## src/rtl/window_acc_pkg.sv

```systemverilog
// Shared stochastic-computing definitions: FSM encoding and fixed-point
// probability constants used by the bit-insertion and window-accumulate stages.
package window_acc_pkg;

  typedef enum logic {
    ST_IDLE = 1'b0,
    ST_ACC  = 1'b1
  } sc_state_e;

  // Fixed-point probability format: 1.0 = 2^(FBITWIDTH-1), 0.5 = 2^(FBITWIDTH-2)
  localparam int SC_FBITWIDTH = 4;
  localparam int ONE          = 1 << (SC_FBITWIDTH - 1);
  localparam int HALF         = 1 << (SC_FBITWIDTH - 2);

  function automatic int sc_one(input int fbw);
    return 1 << (fbw - 1);
  endfunction

endpackage

```

## src/rtl/window_acc_cnt2prob.sv

```systemverilog
// Combinational count-to-probability scaling with saturation to the
// largest representable fixed-point value.
module cnt2prob
  import window_acc_pkg::*;
#(
  parameter int BITWIDTH  = 8,
  parameter int FBITWIDTH = 4
) (
  input  logic [BITWIDTH:0]    count,
  input  logic [BITWIDTH-1:0]  winlog2,
  output logic [FBITWIDTH-1:0] prob
);

  localparam int W = BITWIDTH + FBITWIDTH;
  localparam logic [W-1:0] PMAX = W'((sc_one(FBITWIDTH) << 1) - 1);

  logic [W-1:0] scaled;

  always_comb begin
    scaled = ({{(FBITWIDTH-1){1'b0}}, count} << (FBITWIDTH - 1)) >> winlog2;
    prob   = (scaled > PMAX) ? PMAX[FBITWIDTH-1:0] : scaled[FBITWIDTH-1:0];
  end

endmodule

```

## src/rtl/window_acc.sv

```systemverilog
// Counts ones of a stochastic bitstream over back-to-back power-of-two windows
// and reports the count and fixed-point probability of each completed window.
module window_acc
  import window_acc_pkg::*;
#(
  parameter int BITWIDTH  = 8,
  parameter int FBITWIDTH = 4
) (
  input  logic                 iClk,
  input  logic                 iRstN,
  input  logic                 iClr,
  input  logic                 iEn,
  input  logic [BITWIDTH-1:0]  iWindow,
  input  logic [BITWIDTH-1:0]  iWINLOG2,
  input  logic                 iBit,
  output logic [BITWIDTH:0]    oCount,
  output logic [FBITWIDTH-1:0] oProb,
  output logic                 oValid,
  output logic                 oErr
);

  sc_state_e state_q, state_d;

  logic [BITWIDTH-1:0]  cnt_q;
  logic [BITWIDTH:0]    acc_q;
  logic [BITWIDTH:0]    sum;
  logic [BITWIDTH-1:0]  win_m1;
  logic [FBITWIDTH-1:0] prob_d;
  logic                 acc_step;
  logic                 close;
  logic                 win_zero;

  always_ff @(posedge iClk or negedge iRstN) begin
    if (!iRstN) state_q <= ST_IDLE;
    else        state_q <= state_d;
  end

  always_comb begin
    state_d = state_q;
    if (iClr) state_d = win_zero ? ST_IDLE : ST_ACC;
  end

  // iClr has priority: a bit presented together with iClr is dropped.
  always_comb begin
    win_zero = (iWindow == '0);
    win_m1   = iWindow - BITWIDTH'(1);
    acc_step = (state_q == ST_ACC) && iEn && !iClr;
    close    = acc_step && (cnt_q == '0);
    sum      = acc_q + {{BITWIDTH{1'b0}}, iBit};
  end

  cnt2prob #(
    .BITWIDTH  (BITWIDTH),
    .FBITWIDTH (FBITWIDTH)
  ) u_cnt2prob (
    .count   (sum),
    .winlog2 (iWINLOG2),
    .prob    (prob_d)
  );

  always_ff @(posedge iClk or negedge iRstN) begin
    if (!iRstN) begin
      acc_q  <= '0;
      cnt_q  <= '0;
      oCount <= '0;
      oProb  <= '0;
      oValid <= 1'b0;
      oErr   <= 1'b0;
    end else begin
      oValid <= close;
      if (iClr) begin
        acc_q <= '0;
        cnt_q <= win_zero ? '0 : win_m1;
        oErr  <= win_zero;
      end else if (close) begin
        oCount <= sum;
        oProb  <= prob_d;
        acc_q  <= '0;
        cnt_q  <= win_m1;
      end else if (acc_step) begin
        acc_q <= sum;
        cnt_q <= cnt_q - BITWIDTH'(1);
      end
    end
  end

endmodule

```

## config.mk

```make
export PLATFORM = sky130hd
export DESIGN_NAME = window_acc
export DESIGN_NICKNAME = d
export VERILOG_FILES = /design/src/rtl/window_acc_pkg.sv /design/src/rtl/window_acc_cnt2prob.sv /design/src/rtl/window_acc.sv
export SDC_FILE = /design/constraint.sdc
export NUM_CORES = 1
export LEC_CHECK = 0
export ABC_AREA = 0
export CORE_UTILIZATION = 59
export DETAILED_ROUTE_END_ITERATION = 12
export HOLD_SLACK_MARGIN = 0.08
export PLACE_DENSITY = 0.95
export SKIP_LAST_GASP = 1
export SLEW_MARGIN = 20
export SYNTH_ARGS = -nofsm -noshare
export SYNTH_HDL_FRONTEND = slang
export SYNTH_SLANG_ARGS = --single-unit
```

## constraint.sdc

```tcl
create_clock -name iClk -period 5.59 [get_ports iClk]
set_clock_uncertainty 0.15 [all_clocks]
set_input_delay 1.3975 -clock iClk [delete_from_list [all_inputs] [get_ports iClk]]
set_output_delay 1.3975 -clock iClk [all_outputs]
set_load 0.01 [all_outputs]
```

Word level (Yosys, flattened, before mapping):

Index checks and enable logic that the tools add are counted.

* register bits after elaboration: 33
* latch bits: 0
* RAM bits: 0
* ROM bits: 0
* input bits: 21
* output and inout bits: 15
* word-level logic and storage cells: 30
* memories: 0

* $add $sub $neg: 3
* $mul: 0
* div/mod/pow operators: 0
* order comparisons: 1
* eq/ne operators: 0
* shift-type cells: 1
* muxes and demuxes: 9
* bitwise operators: 1
* reductions and logical operators: 8

Operators with widths (count)
* $mux W8: 4
* $mux W9: 3
* $logic_not A8 Y1: 2
* $sub A8 B1 Y8 const B: 2
* $gt A12 B4 Y1 const B: 1
* $shr A12 B8 Y12: 1
* $add A9 B1 Y9: 1
* $mux W4: 1
* $logic_and A1 B1 Y1: 3
* $reduce_bool A3 Y1: 1
* $reduce_and A2 Y1: 1
* $logic_not A1 Y1: 1
* $mux W1: 1
* $not A1 Y1: 1

Depth between registers and ports, before layout:

* depth in word-level cells: 5
* gate-level depth with buffers: 10
* mapped depth without buffers: 9

Cells and area by module:

Synthesis repeated with hierarchy kept, for this count alone.

* cell total of the unflattened synthesis: 236
* area, all modules: 2292.2 sq um

Modules (own cells, without submodules)
* window_acc: times used 1, cells an instance 169, area each 1816.7 sq um
* cnt2prob: times used 1, cells an instance 67, area each 475.5 sq um

Worst setup path before layout:

OpenSTA, ideal clock, no wires.

* path type: input port to flip-flop
* start: input iBit
* end: register oProb[2]
* library setup time: 0.069 ns
* arrival: 3.107 ns
* data required time: 5.371 ns
* setup slack: 2.264 ns
* cell stages on the path: 10
* buffers on the path: 1
* cell sequence: ha_1 ha_1 buf_6 and4_4 nand2_4 xor2_2 mux2_2 mux2_2 a211o_1 nand3_1

* longest elaborated chain between the ends: 4

RTL lines
* from (decl): RTL line window_acc.sv:15 `input logic iBit,`
* $add A9 B1 Y9 (*): RTL line window_acc.sv:49 `sum = acc_q + {{BITWIDTH{1'b0}}, iBit};`
* $shr A12 B8 Y12 (*): RTL line window_acc_cnt2prob.sv:20 `scaled = ({{(FBITWIDTH-1){1'b0}}, count} << (FBITWIDTH - 1)) >> winlog2;`
* $gt A12 B4 Y1: RTL line window_acc_cnt2prob.sv:21 `prob = (scaled > PMAX) ? PMAX[FBITWIDTH-1:0] : scaled[FBITWIDTH-1:0];`
* $mux W4 (*): RTL line window_acc_cnt2prob.sv:21
* to (signal assigned): RTL line window_acc.sv:77 `oProb <= prob_d;`
* to (decl): RTL line window_acc.sv:17 `output logic [FBITWIDTH-1:0] oProb,`

Every way passes the cells marked *; elsewhere a longest branch is shown, timed or not.
A chain may end at the register's enable or synchronous reset.

Worst setup path in the final report:

Ends and elaborated chain as after synthesis.

==> metrics.md <==
| Metric | Value |
|---|---|
| Hold_buf cts | 0 |
| Worst-Margin Slew | between 800 and 900 ps |
| Initial core utilization | 0.615 |
| Net Sw Frac | 0.275 |
| Final std cells w/o fill | around 370 |
| Crit share post-route | 0.670 |
| Syn_area_per_cell | around 8.4 um2 |
| Peak VDD IR | ~0.16 mV |
| Dpl hpwl | approximately 4500 um |
| Max Fclk | around 270 MHz |
| Share of post-route cells with drive strength above 1 | 0.0752 |
| Setup TNS | 0 ps |
| Comb pwr share | 0.183 |
| Critical path class | in2reg |
| Hold Crit Depth | 2 |
| Worst hold endpoint | oCount[1] |
| Final instance area | around 2900 um2 |
| Antenna diodes | 0 |
| CP endpoint kind | register |
| Initial antenna violation count | 0 |
| Worst r2r src | cnt_q[0] |
| Boundary pin count | 36 |
| Top_reg_cell synth | dfrtp_1 |
| Synth warn | 0 |
| Required @ worst endpoint | ~5700 ps |
| Reg2reg setup slack | ~3000 ps |
| Psw | approximately 0.00017 W |
| Die Y | ~67 um |
| Seq cells post-synth | 33 |
| DR vias | 2475 |
| DP Area | 2770 um2 |
| Chip width | roughly 67 um |
| Num CTS Buffers | 5 |
| Clk root buf | clkbuf_8 |
| LEAKAGE | about 1.2 nW |
| Hold WC Path Type | reg2reg |
| Pwr/cell area | 215 nW/um2 |
| Site Rows | 23 |
| Vias in the first global route | 2221 |
| Hold_sp | oCount[1] |
| CTS tree | yes |
| Async SR Flop Fraction | 1.00 |
| Reg-to-Reg End | cnt_q[7] |
| Fillcell total | around 310 |
| Final core utilization | 0.723 |
| Post-CTS sizing | 0 |
| CP arrival | 3830 ps |
| Global route total overflow | 0 |
| Reg power frac | 0.433 |
| CTS sink count | 33 |
| Post-route ant nets | 0 |
| Final GP Congestion | between 0.9 and 1 |
| Mapped Cells | roughly 300 |
| Iter 0 DRT Violations | ~250 |
| Port Buffers | 35 |
| Sequential-to-total area share from yosys stat | 0.336 |
| RSZ-0062 raised after global routing | no |
| DRC violations left | 0 |
| Clock power share | 0.384 |
| First-pass GRT wire length | 10200 um |
| Number of buffers added for setup after CTS | 0 |
| Largest net degree at the start of global routing | 34 |
| GRT Total Usage | 0.306 |
| Inst Count DP | around 360 |
| Yosys cell types | 62 |
| Worst Reg-to-Reg Cells | 9 |
| Via density | between 6 and 7 |
| Finish-stage setup viols | 0 |
| Syn nets | between 300 and 400 |
| Core area | between 4000 and 5000 um2 |
| Fin nets | 344 |
| Number of flops mapped to enable cells by yosys | 0 |
| Clk buf depth | 2 |
| Worst-skew pair later-pin latency | roughly 290 ps |
| Routed wire length | ~6300 um |
| Layout area overhead | 17.6% |
| Final Hold Viols | 0 |
| Cell Area, Synth | around 2500 um2 |
| Internal Dissipation | 0.000451 W |
| First-pass DRT Iterations | 5 |
| Status | complete, no violations |
| Tmin final | roughly 3700 ps |
| Die area | around 4400 um2 |
| H-tree Lvls | 2 |
| Clk pin slew, worst setup/hold paths | roughly 70 ps |
| Setup crit start kind | primary input |
| Final Max Slew Viols | 0 |
| Crit Path Max Fanout | 9 |
| Rel. slew slack | 0.435 |
| WL per Instance | about 17 um |
| MaxCap Viol Count | 0 |
-- power by group through the flow --
| stage | combinational [W] | sequential (W) | clock [W] |
|---|---|---|---|
| after floorplan | 0.0000711 | 0.000268 | 0 |
| after CTS | 0.000112 | 0.000268 | 0.000238 |
| after global placement | 0.000108 | 0.000272 | 0 |
| final | 0.000114 | 0.000269 | 0.000239 |
| after global routing | 0.000125 | 0.000271 | 0.000249 |
| after detailed placement | 0.000112 | 0.000272 | 0 |
-- Yosys cell counts (3+ instances only) --
cell / count / share of area
nand2_1: 43 / 0.066
dfrtp_1: 33 / 0.34
o21ai_0: 24 / 0.049
a21oi_1: 19 / 0.039
nor2_1: 13 / 0.020
xnor2_1: 12 / 0.043
clkbuf_1: 10 / 0.015
inv_1: 9 / 0.014
a22o_1: 8 / 0.028
nand3_1: 8 / 0.016
o22ai_1: 8 / 0.020
nor3_1: 6 / 0.012
buf_2: 5 / 0.010
ha_1: 5 / 0.025
o21ai_1: 5 / 0.010
and3_1: 4 / 0.010
buf_6: 4 / 0.018
nand2b_1: 4 / 0.010
nand4_1: 4 / 0.010
and2_1: 3 / 0.0076
mux2_2: 3 / 0.014
mux2i_1: 3 / 0.012
nor4_1: 3 / 0.0076
o31ai_1: 3 / 0.0092
or3_1: 3 / 0.0076
xor2_1: 3 / 0.011
-- placed cells by master (no fill, tap or decap), types with 4 or more instances in the layout --
cell and count:
xnor2_1 12, o21ai_0 24, dfrtp_1 33, nand3_1 8
nand4_1 4, o21ai_1 5, nor3_1 6, nand2b_1 4
inv_1 9, o22ai_1 8, nor2_1 13, and3_1 4
clkbuf_8 6, a22o_1 8, a21oi_1 18, nand2_1 43
ha_1 5, clkdlybuf4s50_1 35
-- final cells by class --
type,instances,area [um2],area share
clock buffers,7,86.3,0.0299
flip-flops and latches,33,826,0.286
well taps,50,62.6,0.0216
multi-input cells,231,1490,0.514
clock inverters,1,30.0,0.0104
repair buffers,36,358,0.124
inverters,11,41.3,0.0143
-- worst max-delay path, cell delays in order --
cell and delay, ps:
clkdlybuf4s50_1 490, ha_1 150, ha_1 320, and4_4 310
nand2_4 70, xor2_2 170, mux2_2 290, mux2_2 260
a211o_1 290, nand3_1 70
-- state kept, by name, indices dropped and copies added (netlist names) --
signal	cells
oErr	1
oValid	1
acc_q	9
oCount	9
cnt_q	8
oProb	4
state_q	1
-- stage by stage --
step,hold slack (ps),worst slack (ps),power [W]
global route,364,1660,0.000645
global placement,310,1620,0.000380
finish,329,1840,0.000622
detailed placement,313,1570,0.000384
CTS,331,1860,0.000619
floorplan,346,2260,0.000340
-- layer usage --
metal / GRT usage / wire [um]
met1: 0.377 / 2500
met5: 0 / 0
met3: 0.0616 / 505
met4: 0.120 / 155
met2: 0.519 / 3110
-- how the worst max path moves through the flow --
stage	to	startpoint	slack, ps	depth (start not counted)
after floorplan	oProb[2]	iBit	2260	10
after global placement	oProb[2]	iBit	1620	10
after detailed placement	oProb[2]	iBit	1570	10
after CTS	oProb[2]	iBit	1860	10
after global routing	oProb[3]	iWINLOG2[0]	1660	8
final	oProb[2]	iBit	1840	10
-- logic make-up after synthesis --
| family | after synthesis | synth area share |
|---|---|---|
| buf+inv | 30 | 0.0606 |
| mux | 6 | 0.0260 |
| flops | 33 | 0.336 |
| compound gates | 95 | 0.250 |
| xor+xnor | 16 | 0.0601 |
| fa+ha+maj | 5 | 0.0254 |
| simple gates | 109 | 0.242 |
No activity file was read; power rests on OpenSTA's default activity.
